===== src/rtl/mem_responder_pkg.sv =====
// Shared widths, FSM state type and helpers for the mem_responder slice.
package mem_responder_pkg;

    localparam int unsigned ADDR_W = 5;
    localparam int unsigned DATA_W = 13;
    localparam int unsigned DEPTH  = 32;
    localparam int unsigned CNT_W  = 4;
    localparam int unsigned STAT_W = 8;

    typedef enum logic [1:0] {
        IDLE = 2'd0,
        WAIT = 2'd1,
        RESP = 2'd2
    } state_t;

    // Reset contents of one word: zero-extended address XOR a fixed pattern.
    function automatic logic [DATA_W-1:0] init_word(input logic [ADDR_W-1:0] a,
                                                    input logic [DATA_W-1:0] x);
        return DATA_W'(a) ^ x;
    endfunction

    function automatic logic [STAT_W-1:0] sat_inc(input logic [STAT_W-1:0] v);
        return (v == '1) ? v : v + STAT_W'(1);
    endfunction

endpackage


===== src/rtl/mem_responder_if.sv =====
// Request/response bus between a cache (master) and the memory responder (slave).
interface mem_responder_if;
    import mem_responder_pkg::*;

    logic              req_valid;
    logic              req_write;
    logic [ADDR_W-1:0] req_addr;
    logic [DATA_W-1:0] req_wdata;
    logic              req_ready;
    logic              resp_valid;
    logic              resp_ready;
    logic [DATA_W-1:0] resp_rdata;
    logic              resp_write;

    modport master (
        output req_valid, req_write, req_addr, req_wdata, resp_ready,
        input  req_ready, resp_valid, resp_rdata, resp_write
    );

    modport slave (
        input  req_valid, req_write, req_addr, req_wdata, resp_ready,
        output req_ready, resp_valid, resp_rdata, resp_write
    );

endinterface


===== src/rtl/mem_responder_lat_counter.sv =====
// Latency down-counter: loads on request acceptance, counts to zero while waiting.
module lat_counter #(
    parameter int unsigned CNT_W = 4
) (
    input  logic             i_clk,
    input  logic             i_rst,
    input  logic             i_load,
    input  logic [CNT_W-1:0] i_load_val,
    input  logic             i_dec,
    output logic             o_zero_c
);

    logic [CNT_W-1:0] r_cnt;

    always_ff @(posedge i_clk) begin
        if (i_rst) begin
            r_cnt <= '0;
        end else if (i_load) begin
            r_cnt <= i_load_val;
        end else if (i_dec && (r_cnt != '0)) begin
            r_cnt <= r_cnt - CNT_W'(1);
        end
    end

    assign o_zero_c = (r_cnt == '0);

endmodule


===== src/rtl/mem_responder.sv =====
// Fixed-latency memory responder for cache refills and write-backs.
// Optional read/write statistics counters are enabled by MEM_RESPONDER_STATS_EN.
module mem_responder
    import mem_responder_pkg::*;
#(
    parameter int unsigned       LATENCY  = 3,
    parameter logic [DATA_W-1:0] INIT_XOR = 13'h0000
) (
    input  logic              clock,
    input  logic              reset,
    mem_responder_if.slave    bus
`ifdef MEM_RESPONDER_STATS_EN
    ,
    output logic [STAT_W-1:0] rd_count,
    output logic [STAT_W-1:0] wr_count
`endif
);

    if ((LATENCY < 1) || (LATENCY > 15)) begin : g_bad_latency
        $error("mem_responder: LATENCY must be within 1..15");
    end

    state_t            r_state;
    logic [ADDR_W-1:0] r_addr;
    logic [DATA_W-1:0] r_wdata;
    logic              r_write;
    logic              r_req_ready;
    logic              r_resp_valid;
    logic              r_resp_write;
    logic [DATA_W-1:0] r_resp_rdata;
    logic [DATA_W-1:0] r_mem [DEPTH];

    logic              w_accept;
    logic              w_zero;
    logic              w_dec;
    logic              w_to_resp;

    assign w_accept  = (r_state == IDLE) && bus.req_valid;
    assign w_dec     = (r_state == WAIT) && !w_zero;
    assign w_to_resp = (r_state == WAIT) && w_zero;

    lat_counter #(
        .CNT_W (CNT_W)
    ) u_lat_counter (
        .i_clk      (clock),
        .i_rst      (reset),
        .i_load     (w_accept),
        .i_load_val (CNT_W'(LATENCY - 1)),
        .i_dec      (w_dec),
        .o_zero_c   (w_zero)
    );

    // FSM, memory array and registered bus outputs; reset aborts any in-flight request.
    always_ff @(posedge clock) begin
        if (reset) begin
            r_state      <= IDLE;
            r_addr       <= '0;
            r_wdata      <= '0;
            r_write      <= 1'b0;
            r_req_ready  <= 1'b1;
            r_resp_valid <= 1'b0;
            r_resp_write <= 1'b0;
            r_resp_rdata <= '0;
            for (int unsigned i = 0; i < DEPTH; i++) begin
                r_mem[i] <= init_word(ADDR_W'(i), INIT_XOR);
            end
        end else begin
            case (r_state)
                IDLE: begin
                    if (bus.req_valid) begin
                        r_addr      <= bus.req_addr;
                        r_wdata     <= bus.req_wdata;
                        r_write     <= bus.req_write;
                        r_req_ready <= 1'b0;
                        r_state     <= WAIT;
                    end
                end
                WAIT: begin
                    if (w_zero) begin
                        r_state      <= RESP;
                        r_resp_valid <= 1'b1;
                        r_resp_write <= r_write;
                        if (r_write) begin
                            r_mem[r_addr] <= r_wdata;
                            r_resp_rdata  <= r_wdata;
                        end else begin
                            r_resp_rdata  <= r_mem[r_addr];
                        end
                    end
                end
                RESP: begin
                    if (bus.resp_ready) begin
                        r_state      <= IDLE;
                        r_resp_valid <= 1'b0;
                        r_resp_write <= 1'b0;
                        r_resp_rdata <= '0;
                        r_req_ready  <= 1'b1;
                    end
                end
                default: begin
                    r_state      <= IDLE;
                    r_resp_valid <= 1'b0;
                    r_resp_write <= 1'b0;
                    r_resp_rdata <= '0;
                    r_req_ready  <= 1'b1;
                end
            endcase
        end
    end

    assign bus.req_ready  = r_req_ready;
    assign bus.resp_valid = r_resp_valid;
    assign bus.resp_rdata = r_resp_rdata;
    assign bus.resp_write = r_resp_write;

`ifdef MEM_RESPONDER_STATS_EN
    logic [STAT_W-1:0] r_rd_count;
    logic [STAT_W-1:0] r_wr_count;

    // Saturating counts of completed reads and writes.
    always_ff @(posedge clock) begin
        if (reset) begin
            r_rd_count <= '0;
            r_wr_count <= '0;
        end else if (w_to_resp) begin
            if (r_write) begin
                r_wr_count <= sat_inc(r_wr_count);
            end else begin
                r_rd_count <= sat_inc(r_rd_count);
            end
        end
    end

    assign rd_count = r_rd_count;
    assign wr_count = r_wr_count;
`endif

endmodule


===== src/flat_wrapper.sv =====
// flat-port wrapper written by rule: the top's interface ports become plain ports
module mem_responder_flat import mem_responder_pkg::*;
#(
    parameter int unsigned       LATENCY  = 3,
    parameter logic [DATA_W-1:0] INIT_XOR = 13'h0000
)
  (clock, reset, bus_req_valid, bus_req_write, bus_req_addr, bus_req_wdata, bus_resp_ready, bus_req_ready, bus_resp_valid, bus_resp_rdata, bus_resp_write);
  mem_responder_if bus_i ();
  input  logic clock;
  input  logic reset;
  input wire logic [$bits(bus_i.req_valid)-1:0] bus_req_valid;
  input wire logic [$bits(bus_i.req_write)-1:0] bus_req_write;
  input wire logic [$bits(bus_i.req_addr)-1:0] bus_req_addr;
  input wire logic [$bits(bus_i.req_wdata)-1:0] bus_req_wdata;
  input wire logic [$bits(bus_i.resp_ready)-1:0] bus_resp_ready;
  output wire logic [$bits(bus_i.req_ready)-1:0] bus_req_ready;
  output wire logic [$bits(bus_i.resp_valid)-1:0] bus_resp_valid;
  output wire logic [$bits(bus_i.resp_rdata)-1:0] bus_resp_rdata;
  output wire logic [$bits(bus_i.resp_write)-1:0] bus_resp_write;
  assign bus_i.req_valid = bus_req_valid;
  assign bus_i.req_write = bus_req_write;
  assign bus_i.req_addr = bus_req_addr;
  assign bus_i.req_wdata = bus_req_wdata;
  assign bus_i.resp_ready = bus_resp_ready;
  assign bus_req_ready = bus_i.req_ready;
  assign bus_resp_valid = bus_i.resp_valid;
  assign bus_resp_rdata = bus_i.resp_rdata;
  assign bus_resp_write = bus_i.resp_write;
  mem_responder #(.LATENCY(LATENCY), .INIT_XOR(INIT_XOR)) u_core (.clock(clock), .reset(reset), .bus(bus_i));
endmodule

===== config.mk =====
export PLATFORM = sky130hd
export DESIGN_NAME = mem_responder_flat
export DESIGN_NICKNAME = d
export VERILOG_FILES = /design/src/rtl/mem_responder_pkg.sv /design/src/rtl/mem_responder_if.sv /design/src/rtl/mem_responder_lat_counter.sv /design/src/rtl/mem_responder.sv /design/src/flat_wrapper.sv
export SDC_FILE = /design/constraint.sdc
export NUM_CORES = 1
export LEC_CHECK = 0
export ABC_AREA = 1
export CORE_MARGIN = 1
export CORE_UTILIZATION = 60
export CTS_BUF_LIST = sky130_fd_sc_hd__clkbuf_4 sky130_fd_sc_hd__clkbuf_8 sky130_fd_sc_hd__clkbuf_16
export DETAILED_ROUTE_END_ITERATION = 7
export PLACE_DENSITY = 0.82
export SYNTH_ARGS = -nofsm -noshare
export SYNTH_HDL_FRONTEND = slang
export SYNTH_SLANG_ARGS = --single-unit
export TNS_END_PERCENT = 100

===== constraint.sdc =====
create_clock -name clock -period 7.05 [get_ports clock]
set_input_delay 1.0575 -clock clock [delete_from_list [all_inputs] [get_ports clock]]
set_output_delay 1.0575 -clock clock [all_outputs]
set_load 0.1 [all_outputs]

# Word-level counts from Yosys, hierarchy flattened
# Memories as Yosys holds them, arrays and structs flattened. A register that Yosys moved wholly into a read port is not among the register bits.
# Index checks and enable logic that the tools add are counted.
# Widths: inputs -> output; s select.
[op_classes] addsub=1 n_mul=0 n_div=0 n_lt_le_gt_ge=0 n_eq_ne=5 shift=0 muxes=30 n_bitwise=2 n_reduce_logical=14
[op_table] op="$mux 13" count=4
[op_table] op="$pmux 13 s3" count=1
[op_table] op="$mux 5" count=3
[op_table] op="$mux 1" count=13
[op_table] op="$reduce_or 13->1" count=1
[op_table] op="$mux 2" count=5
[op_table] op="$pmux 1 s3" count=3
[op_table] op="$reduce_and 3->1" count=3
[op_table] op="$pmux 2 s3" count=1
[op_table] op="$logic_not 4->1" count=1
[op_table] op="$ne 2x2->1 const B" count=2
[op_table] op="$reduce_bool 4->1" count=1
[op_table] op="$sub 4x1->4 const B" count=1
[op_table] op="$logic_and 1x1->1" count=3
[op_table] op="$eq 2x1->1 const B" count=1
[op_table] op="$eq 2x2->1 const B" count=1
[op_table] op="$logic_not 2->1" count=1
[op_table] op="$ne 2x1->1 const B" count=1
[op_table] op="$not 1->1" count=2
[op_table] op="$reduce_and 2->1" count=1
[op_table] op="$reduce_bool 2->1" count=1
[op_table] op="$reduce_or 2->1" count=1
[op_table] op="$logic_not 1->1" count=1
[totals] reg_bits=41 latchBits=0 mem_bits_rw=416 romBits=0 input_bits=23 out_inout_bits=16 word_cells=63 mem_count=1
[mem_list] name="u_core.r_mem" depth=32 word_bits=13 read_ports=1 rd_ports_with_merged_regs=1 write_ports=32 line_no="mem_responder.sv:31" source="logic [DATA_W-1:0] r_mem [DEPTH];"

# Longest topological paths before layout
# Gate-level depths: netlist (run 1).
[depth] word_depth=7 depth_mapped=13 mapped_depth_nobuf=11

# Hierarchy
# Synthesis (run 1) repeated with hierarchy kept, for this count alone.
[unflattened] hier_cells=2475 area_unflattened_um2=21635.8
[by_module_without_submodules] module="mem_responder" instances=1 cells_per_inst=2434 area_per_inst_um2=21361.7 seq_area_each_um2=13332.8
[by_module_without_submodules] module="lat_counter" instances=1 cells_per_inst=41 area_per_inst_um2=274.0 seq_area_each_um2=80.1

# Worst setup path after synthesis (run 1)
# No wires, ideal clock.
[synth_timing] kind="input-to-reg" startpoint="input port reset" endpoint="memory u_core.r_mem[10][0] (enable)" t_arrival_ns=2.091 t_required_ns=6.694 path_slack_ns=4.603 path_stages=4 path_buffers=2 path_cell_list="clkbuf_1 > clkinv_1 > clkbuf_1 > nand2_1"
[synth_lines] element="from (decl)" line_no="flat_wrapper.sv:10" source="input logic reset;"
[synth_lines] element="to (decl)" line_no="mem_responder.sv:31"

==> parameters.txt, run 1 <==
Parameter                              Value

Placement
  Pre-CTS setup slack    2.98 ns
  Routability congestion estimate from global placement    0.971
  Dpl cells    2814
  Count of port buffers added during placement    38
  Post-DP HPWL    35000 um

STA
  Number of pins with negative max-slew slack in the final report    0
  Transition time of the tightest slew-check pin    1.27 ns
  Setup TNS    0 ns
  Final hold vios    0
  RSZ-0062 raised after global routing    no
  Relative slew slack    15.3%
  Setup Skew    0.0200 ns
  Final Hold Slack    0.449 ns
  Final period demand of the worst path    3.63 ns
  Final period util    51.4%
  Final setup violating endpoints    0
  Max Freq    276 MHz
  Worst setup slack after layout    3.42 ns

Final layout
  Number of cells in the finished layout apart from fillers    2899
  Antenna diode instance count    0
  Share of final-layout standard cells stronger than drive strength 1    5.13%
  Nets    2425
  Number of filler instances in the final layout    2665
  Relative area change from synthesis to final layout    8.62%

CTS
  Insertion delay to the later sink of the worst-skew pair    0.56 ns
  CTS Buffer Depth    3
  Maximum level of the CTS H-tree    2
  Clock tree root driver cell    sky130_fd_sc_hd__clkbuf_16
  Clock tree from TritonCTS    yes
  # clock sinks    462
  Number of gates given a new drive strength after cts    0
  Clk slew on worst S/H paths    0.06 ns
  CTS hold repair buffers    0
  Number of buffers added by the clock tree synthesis step    46
  Post-CTS setup repair buffer count    0

Worst setup path
  Element type at the critical path start    input pin
  Nature of the critical path endpoint    register
  Critical R2R Capture    u_core.bus.resp_rdata[5]
  Register-to-register setup slack    3.44 ns
  Data required time at the worst endpoint    7.24 ns
  Reg2Reg Depth    9
  Crit Path Max Fanout    21
  Path type of the worst setup path    in -> reg
  Setup crit start    reset
  Data arrival time of the critical path    3.82 ns

Synthesis
  Fraction of the yosys area taken by sequential cells    62.1%
  Fraction of registers with async set or reset after synthesis    0%
  Post-Syn Area per Cell    8.77 sq um
  Cell with the most instances after synthesis    sky130_fd_sc_hd__nand2_1
  Most frequent cells after synthesis    785 x sky130_fd_sc_hd__nand2_1, 416 x sky130_fd_sc_hd__edfxtp_1, 370 x sky130_fd_sc_hd__nor2_1
  Number of enable flip-flop cells after synthesis    416
  Area share of the largest cell type after synthesis    57.9%
  Basic-gate share of the synthesized area counting and, or, nand and nor cells    27.3%
  Largest cells by area after synthesis    sky130_fd_sc_hd__edfxtp_1 58%, sky130_fd_sc_hd__nand2_1 14%, sky130_fd_sc_hd__nor2_1 6.4%
  Gate count after technology mapping    2462
  Top cell type by total area after synthesis    sky130_fd_sc_hd__edfxtp_1
  Cell variety after synth    28
  Complex-gate fraction of the synthesized area    2.16%
  Yosys reg bits    462
  Syn Nets    2486
  Yosys Warn Count    0
  Total standard cell area after synthesis    21600 sq um
  Post-synthesis share of cell area spent on full adders, half adders and majority gates    0.0579%
  Most common flop cell mapped by yosys    sky130_fd_sc_hd__edfxtp_1
  Share of synthesized area spent on multiplexers    0%
  Dominant combinational cell family by area after synthesis    simple AND/OR/NAND/NOR gates
  Xor/xnor cell area share of the yosys netlist    0%

Hold path
  Class of the tightest hold or removal check    reg -> reg
  Critical hold path startpoint    u_core.r_wdata[3]
  Min-Delay Path Depth    2
  Worst hold endpoint    u_core.r_wdata[3]

Die
  Die Wd    192 um
  Total core area    35500 sq um
  Effective utilization at floorplan    60.9%
  Die boundary height    192 um
  DIE AREA    36800 sq um
  # IOs    39
  Standard-cell row count    69

Detailed routing
  Routed wire length    57800 um
  Drc violations    0
  Total iterations of the first detailed-routing run    6
  Via Count    16800
  Number of vias per cell    5.80
  Number of DRC markers in iteration 0    2490
  Routed wire length per instance    19.9 um
  Residual antenna-violating net count after detailed routing    0

Global routing
  Via count of the first global-routing pass    15500
  Total congestion overflow    0
  Number of antenna violations at the first check in global routing    0
  Largest net degree at the start of global routing    112
  All-Layer GR Usage    31.8%
  Wire length of the first global-routing pass    86900 um

Run status
  Result of the run    complete, no violations

Power
  Areal power density over the cells    270 nW/um^2
  Leakage    0.00944 uW
  Post-layout total power    6330 uW
  Worst ir drop on vdd    225 uV

Job
  # Max-Cap Violations    0
[worst max-delay path: stages]
cell and delay, ns:
sky130_fd_sc_hd__clkdlybuf4s50_1 0.87, sky130_fd_sc_hd__nor2_4 0.35, sky130_fd_sc_hd__nand3_2 0.43, sky130_fd_sc_hd__nor2_1 0.39
sky130_fd_sc_hd__inv_1 0.24, sky130_fd_sc_hd__nand2_1 0.48
[flip-flops by register name, indices dropped and copies added (netlist names), named ones only]
register,cells
u_core.bus.resp_valid,1
u_core.bus.resp_write,1
u_core.r_addr,5
u_core.bus.resp_rdata,13
u_core.r_write,1
u_core.bus.req_ready,1
u_core.r_state,2
u_core.r_wdata,13
u_core.u_lat_counter.r_cnt,4
u_core.r_mem,416
[placed cells by master (no fill, tap or decap), types with 2 or more instances in the layout]
cell type,instances
sky130_fd_sc_hd__edfxtp_1,416
sky130_fd_sc_hd__dfxtp_4,2
sky130_fd_sc_hd__nand3_1,274
sky130_fd_sc_hd__clkinv_2,10
sky130_fd_sc_hd__clkinv_1,21
sky130_fd_sc_hd__o21ai_0,24
sky130_fd_sc_hd__nand2_1,785
sky130_fd_sc_hd__o211ai_1,11
sky130_fd_sc_hd__inv_1,266
sky130_fd_sc_hd__nor3_1,8
sky130_fd_sc_hd__a21oi_1,51
sky130_fd_sc_hd__clkdlybuf4s50_1,38
sky130_fd_sc_hd__clkbuf_4,14
sky130_fd_sc_hd__inv_2,11
sky130_fd_sc_hd__clkbuf_16,49
sky130_fd_sc_hd__nor2_2,9
sky130_fd_sc_hd__nand3_2,3
sky130_fd_sc_hd__buf_4,18
sky130_fd_sc_hd__dfxtp_1,43
sky130_fd_sc_hd__nor2_1,370
[report_power, final]
group	switching [uW]	internal (uW)	total, uW
Sequential	71.3	3060	3140
Combinational	632	186	817
Clock	1010	1370	2380
Total	1710	4620	6330
[worst max path at each step]
stage	slack, ns	end
CTS	3.54	u_core.r_mem[22][6]
finish	3.42	u_core.r_mem[22][12]
global placement	3.08	u_core.r_mem[14][3]
detailed placement	2.98	u_core.r_mem[22][10]
floorplan	4.60	u_core.r_mem[10][0]
global route	3.24	u_core.bus.resp_rdata[5]
[area by class of cell]
| cell class | count | area (sq um) | share of cell area (%) |
|---|---|---|---|
| clock buffer | 64 | 1350 | 5.73 |
| clock inverter | 21 | 126 | 0.539 |
| inverter | 291 | 1100 | 4.68 |
| multi-input combinational | 1544 | 6370 | 27.2 |
| sequential | 462 | 13400 | 57.2 |
| tap | 461 | 577 | 2.46 |
| timing repair buffer | 56 | 515 | 2.20 |
[layer usage]
layer / routed length, um / global-route usage [%] / vias to the layer above
met4: 2480 / 13.3 / 0
li1: - / - / 7694
met2: 27200 / 51.6 / 1058
met1: 21500 / 42.7 / 7876
met5: 0 / 0 / -
met3: 6570 / 4.86 / 195
[kinds of logic after synthesis]
kind of cell / after synthesis
and+or+nand+nor: 1456
DFF: 462
buffers and inverters: 456
AOI/OAI and AO/OA: 87
adders and majority gates: 1
[through the flow]
stage / util (%) / instance area (sq um)
after floorplan: - / 21600
after global placement: 62.0 / 22000
after detailed placement: 62.0 / 22000
after CTS: 66.1 / 23500
after global routing: 66.1 / 23500
final: 66.1 / 23500
Note: power is estimated with default switching activity, not from simulation.
==> run 2, diff against run 1 <==
--- a/config.mk
+++ b/config.mk
@@ -7,7 +7,7 @@
 export LEC_CHECK = 0
 export ABC_AREA = 1
 export CORE_MARGIN = 1
-export CORE_UTILIZATION = 60
+export CORE_UTILIZATION = 57
 export CTS_BUF_LIST = sky130_fd_sc_hd__clkbuf_4 sky130_fd_sc_hd__clkbuf_8 sky130_fd_sc_hd__clkbuf_16
 export DETAILED_ROUTE_END_ITERATION = 7
 export PLACE_DENSITY = 0.82
==> constraint.sdc (replaced) <==
create_clock -name clock -period 3.3 [get_ports clock]
set_input_delay 0.495 -clock clock [delete_from_list [all_inputs] [get_ports clock]]
set_output_delay 0.495 -clock clock [all_outputs]
set_load 0.1 [all_outputs]
==> parameters.txt, run 2 (same netlist as run 1, synthesis figures left out) <==
Parameter                              Value

Worst setup path
  Cell breakdown of the critical path    inv_1 > ha_1 > inv_1 > nor3_2 > nand3_2 > nor2_4 > nand3_2 > nor2_1 > inv_1 > nand2_1
  Element type at the critical path start    register
  Nature of the critical path endpoint    register
  Data arrival time of the critical path    3.33 ns (-0.49 ns)
  Path type of the worst setup path    reg -> reg
  Crit path max-delay cell type    sky130_fd_sc_hd__nand2_1
  Register-to-register setup slack    0.16 ns (-3.28 ns)
  Reg2Reg Depth    10 (+1)
  Most frequent cell on the critical path    sky130_fd_sc_hd__inv_1
  Data required time at the worst endpoint    3.49 ns (-3.75 ns)
  Highest cell delay on the worst timing path    0.47 ns (-0.40 ns)
  Crit Path Max Fanout    13 (-38%)

CTS
  CTS hold repair buffers    0 (unchanged)
  CTS Buffer Depth    3 (unchanged)
  Clock tree from TritonCTS    yes
  Insertion delay to the later sink of the worst-skew pair    0.57 ns (about the same)
  Maximum level of the CTS H-tree    2 (unchanged)
  Number of buffers added by the clock tree synthesis step    46 (unchanged)
  # clock sinks    462 (unchanged)
  Clock tree root driver cell    sky130_fd_sc_hd__clkbuf_16
  Clk slew on worst S/H paths    0.06 ns (about the same)

STA
  Relative slew slack    28.2% (+13 points)
  Final hold vios    0 (unchanged)
  Final Hold Slack    0.440 ns (-0.00940 ns)
  RSZ-0062 raised after global routing    no
  Max Freq    318 MHz
  Final setup violating endpoints    0 (unchanged)
  Setup TNS    0 ns (unchanged)
  Final period util    95.2%
  Worst setup slack after layout    0.159 ns (-3.27 ns)
  Setup Skew    0.0288 ns (+0.00871 ns)
  Final period demand of the worst path    3.14 ns
  Number of pins with negative max-slew slack in the final report    0 (unchanged)
  Transition time of the tightest slew-check pin    1.07 ns (-0.196 ns)

Power
  Switch Pwr    3720 uW (+120%)
  Share of total power in the clock network    38.3% (+0.8 points)
  Internal power consumption    10100 uW (+120%)
  Worst ir drop on vdd    505 uV (+120%)
  Switching share of total power    27.0% (about the same)
  Leakage    0.00960 uW (+1.6%)
  Post-layout total power    13800 uW (+120%)
  Proportion of power drawn by combinational gates    13.5% (+0.6 points)
  Areal power density over the cells    579 nW/um^2 (+110%)
  Sequential cell fraction of total power    48.2% (-1.4 points)

Final layout
  Number of filler instances in the final layout    2853 (+7.1%)
  Reg area    13400 sq um (unchanged)
  Final cell area excluding filler cells    23800 sq um (+1.5%)
  Antenna diode instance count    0 (unchanged)
  Largest reg by FF count    u_core.r_mem
  Commonest non-fill, non-tap cells in the layout    782 x sky130_fd_sc_hd__nand2_1, 416 x sky130_fd_sc_hd__edfxtp_1, 370 x sky130_fd_sc_hd__nor2_1
  Number of flip-flops under the largest register name    416 (unchanged)
  Most common library cell in the layout ignoring fill and taps    sky130_fd_sc_hd__nand2_1
  Area of the multi-input gates    6380 sq um (+0.12%)
  Share of final-layout standard cells stronger than drive strength 1    6.18% (+1.0 points)
  Nets    2451 (+1.1%)
  Relative area change from synthesis to final layout    10.2%

Die
  # IOs    39 (unchanged)
  DIE AREA    38700 sq um (+5.2%)
  Total core area    37000 sq um (+4.2%)
  Die Wd    197 um (+2.6%)
  Effective utilization at floorplan    58.4% (-2.4 points)
  Die boundary height    197 um (+2.6%)
  Standard-cell row count    70 (+1.4%)

Detailed routing
  Residual antenna-violating net count after detailed routing    0 (unchanged)
  Via Count    17100 (+1.4%)
  Number of vias per cell    5.75 (-0.87%)
  Routed wire length per instance    19.8 um (-0.71%)
  Total iterations of the first detailed-routing run    8 (+2)
  Number of DRC markers in iteration 0    2666 (+7.1%)
  Routed wire length    58700 um (+1.6%)
  Drc violations    0 (unchanged)

Placement
  Count of port buffers added during placement    38 (unchanged)
  Routability congestion estimate from global placement    0.997 (+2.7%)
  Pre-CTS setup slack    0.245 ns (-2.73 ns)
  Post-placement cell area    22300 sq um (+1.3%)
  Post-DP HPWL    37700 um (+7.6%)

Hold path
  Class of the tightest hold or removal check    reg -> reg
  Min-Delay Path Depth    2 (unchanged)

Job
  # Max-Cap Violations    0 (unchanged)

Global routing
  Largest net degree at the start of global routing    219 (+96%)
  All-Layer GR Usage    30.7% (-1.1 points)
  Via count of the first global-routing pass    16400 (+5.6%)
  Wire length of the first global-routing pass    89500 um (+3.1%)
  Total congestion overflow    0 (unchanged)
  Number of antenna violations at the first check in global routing    0 (unchanged)

Run status
  Result of the run    complete, no violations
-- run 2: cell types whose count changed in the layout (fill, tap and decap cells not counted), sizes merged --
| cell | previous run | this run |
|---|---|---|
| buf | 18 | 44 |
| clkinvlp | 1 | 0 |
| inv | 278 | 276 |
| clkbuf | 64 | 61 |
| bufinv | 1 | 4 |
-- run 2: per-layer routing --
layer	GRT usage, %	share of wire, %	wire, um	vias up
li1	-	-	-	7746
met5	0.255	0	0	-
met3	6.02	12	6850	246
met2	49.7	47	27300	1142
met1	39.1	36	21200	7922
met4	17.0	5.7	3320	0
-- run 2: final timing paths --
path / start / end
setup / recovery: u_core.u_lat_counter.r_cnt[0] / u_core.r_mem[14][10]
hold / removal: u_core.r_wdata[2] / u_core.r_wdata[2]
setup reg to reg: u_core.u_lat_counter.r_cnt[0] / u_core.r_mem[14][10]
hold reg to reg: u_core.r_wdata[2] / u_core.r_wdata[2]
-- run 2: through the flow --
step                      util [%]  instances
after floorplan                  -       2462
after global placement        60.3       2883
after detailed placement      60.3       2883
after CTS                     64.4       2965
after global routing          64.4       2965
final                         64.4       2965
-- run 2: worst max-delay path: cells and delay by family (launching register included) --
kind                       cells  cell delay, ns
adders and majority gates      1            0.18
buffers and inverters          3            0.41
DFF                            1            0.31
and+or+nand+nor                6            1.86
-- run 2: layout make-up --
class	instances	share of cell area [%]
multi-input cells	1544	26.8
well taps	504	2.65
inverters	291	4.61
flip-flops and latches	462	56.4
clock inverters	21	0.931
repair buffers	82	3.14
clock buffers	61	5.46
-- run 2: repair_timing --
item	CTS	global route
gates resized for setup	0	3
endpoints found under the setup margin	0	28
buffers inserted	0	0
-- run 2: power groups by stage --
stage	Clock [uW]	Combinational, uW	Sequential (uW)
after floorplan	0	1060	6820
after CTS	5280	1790	6640
after global routing	5510	1970	6650
final	5280	1860	6640
after detailed placement	0	1780	6760
after global placement	0	1750	6750
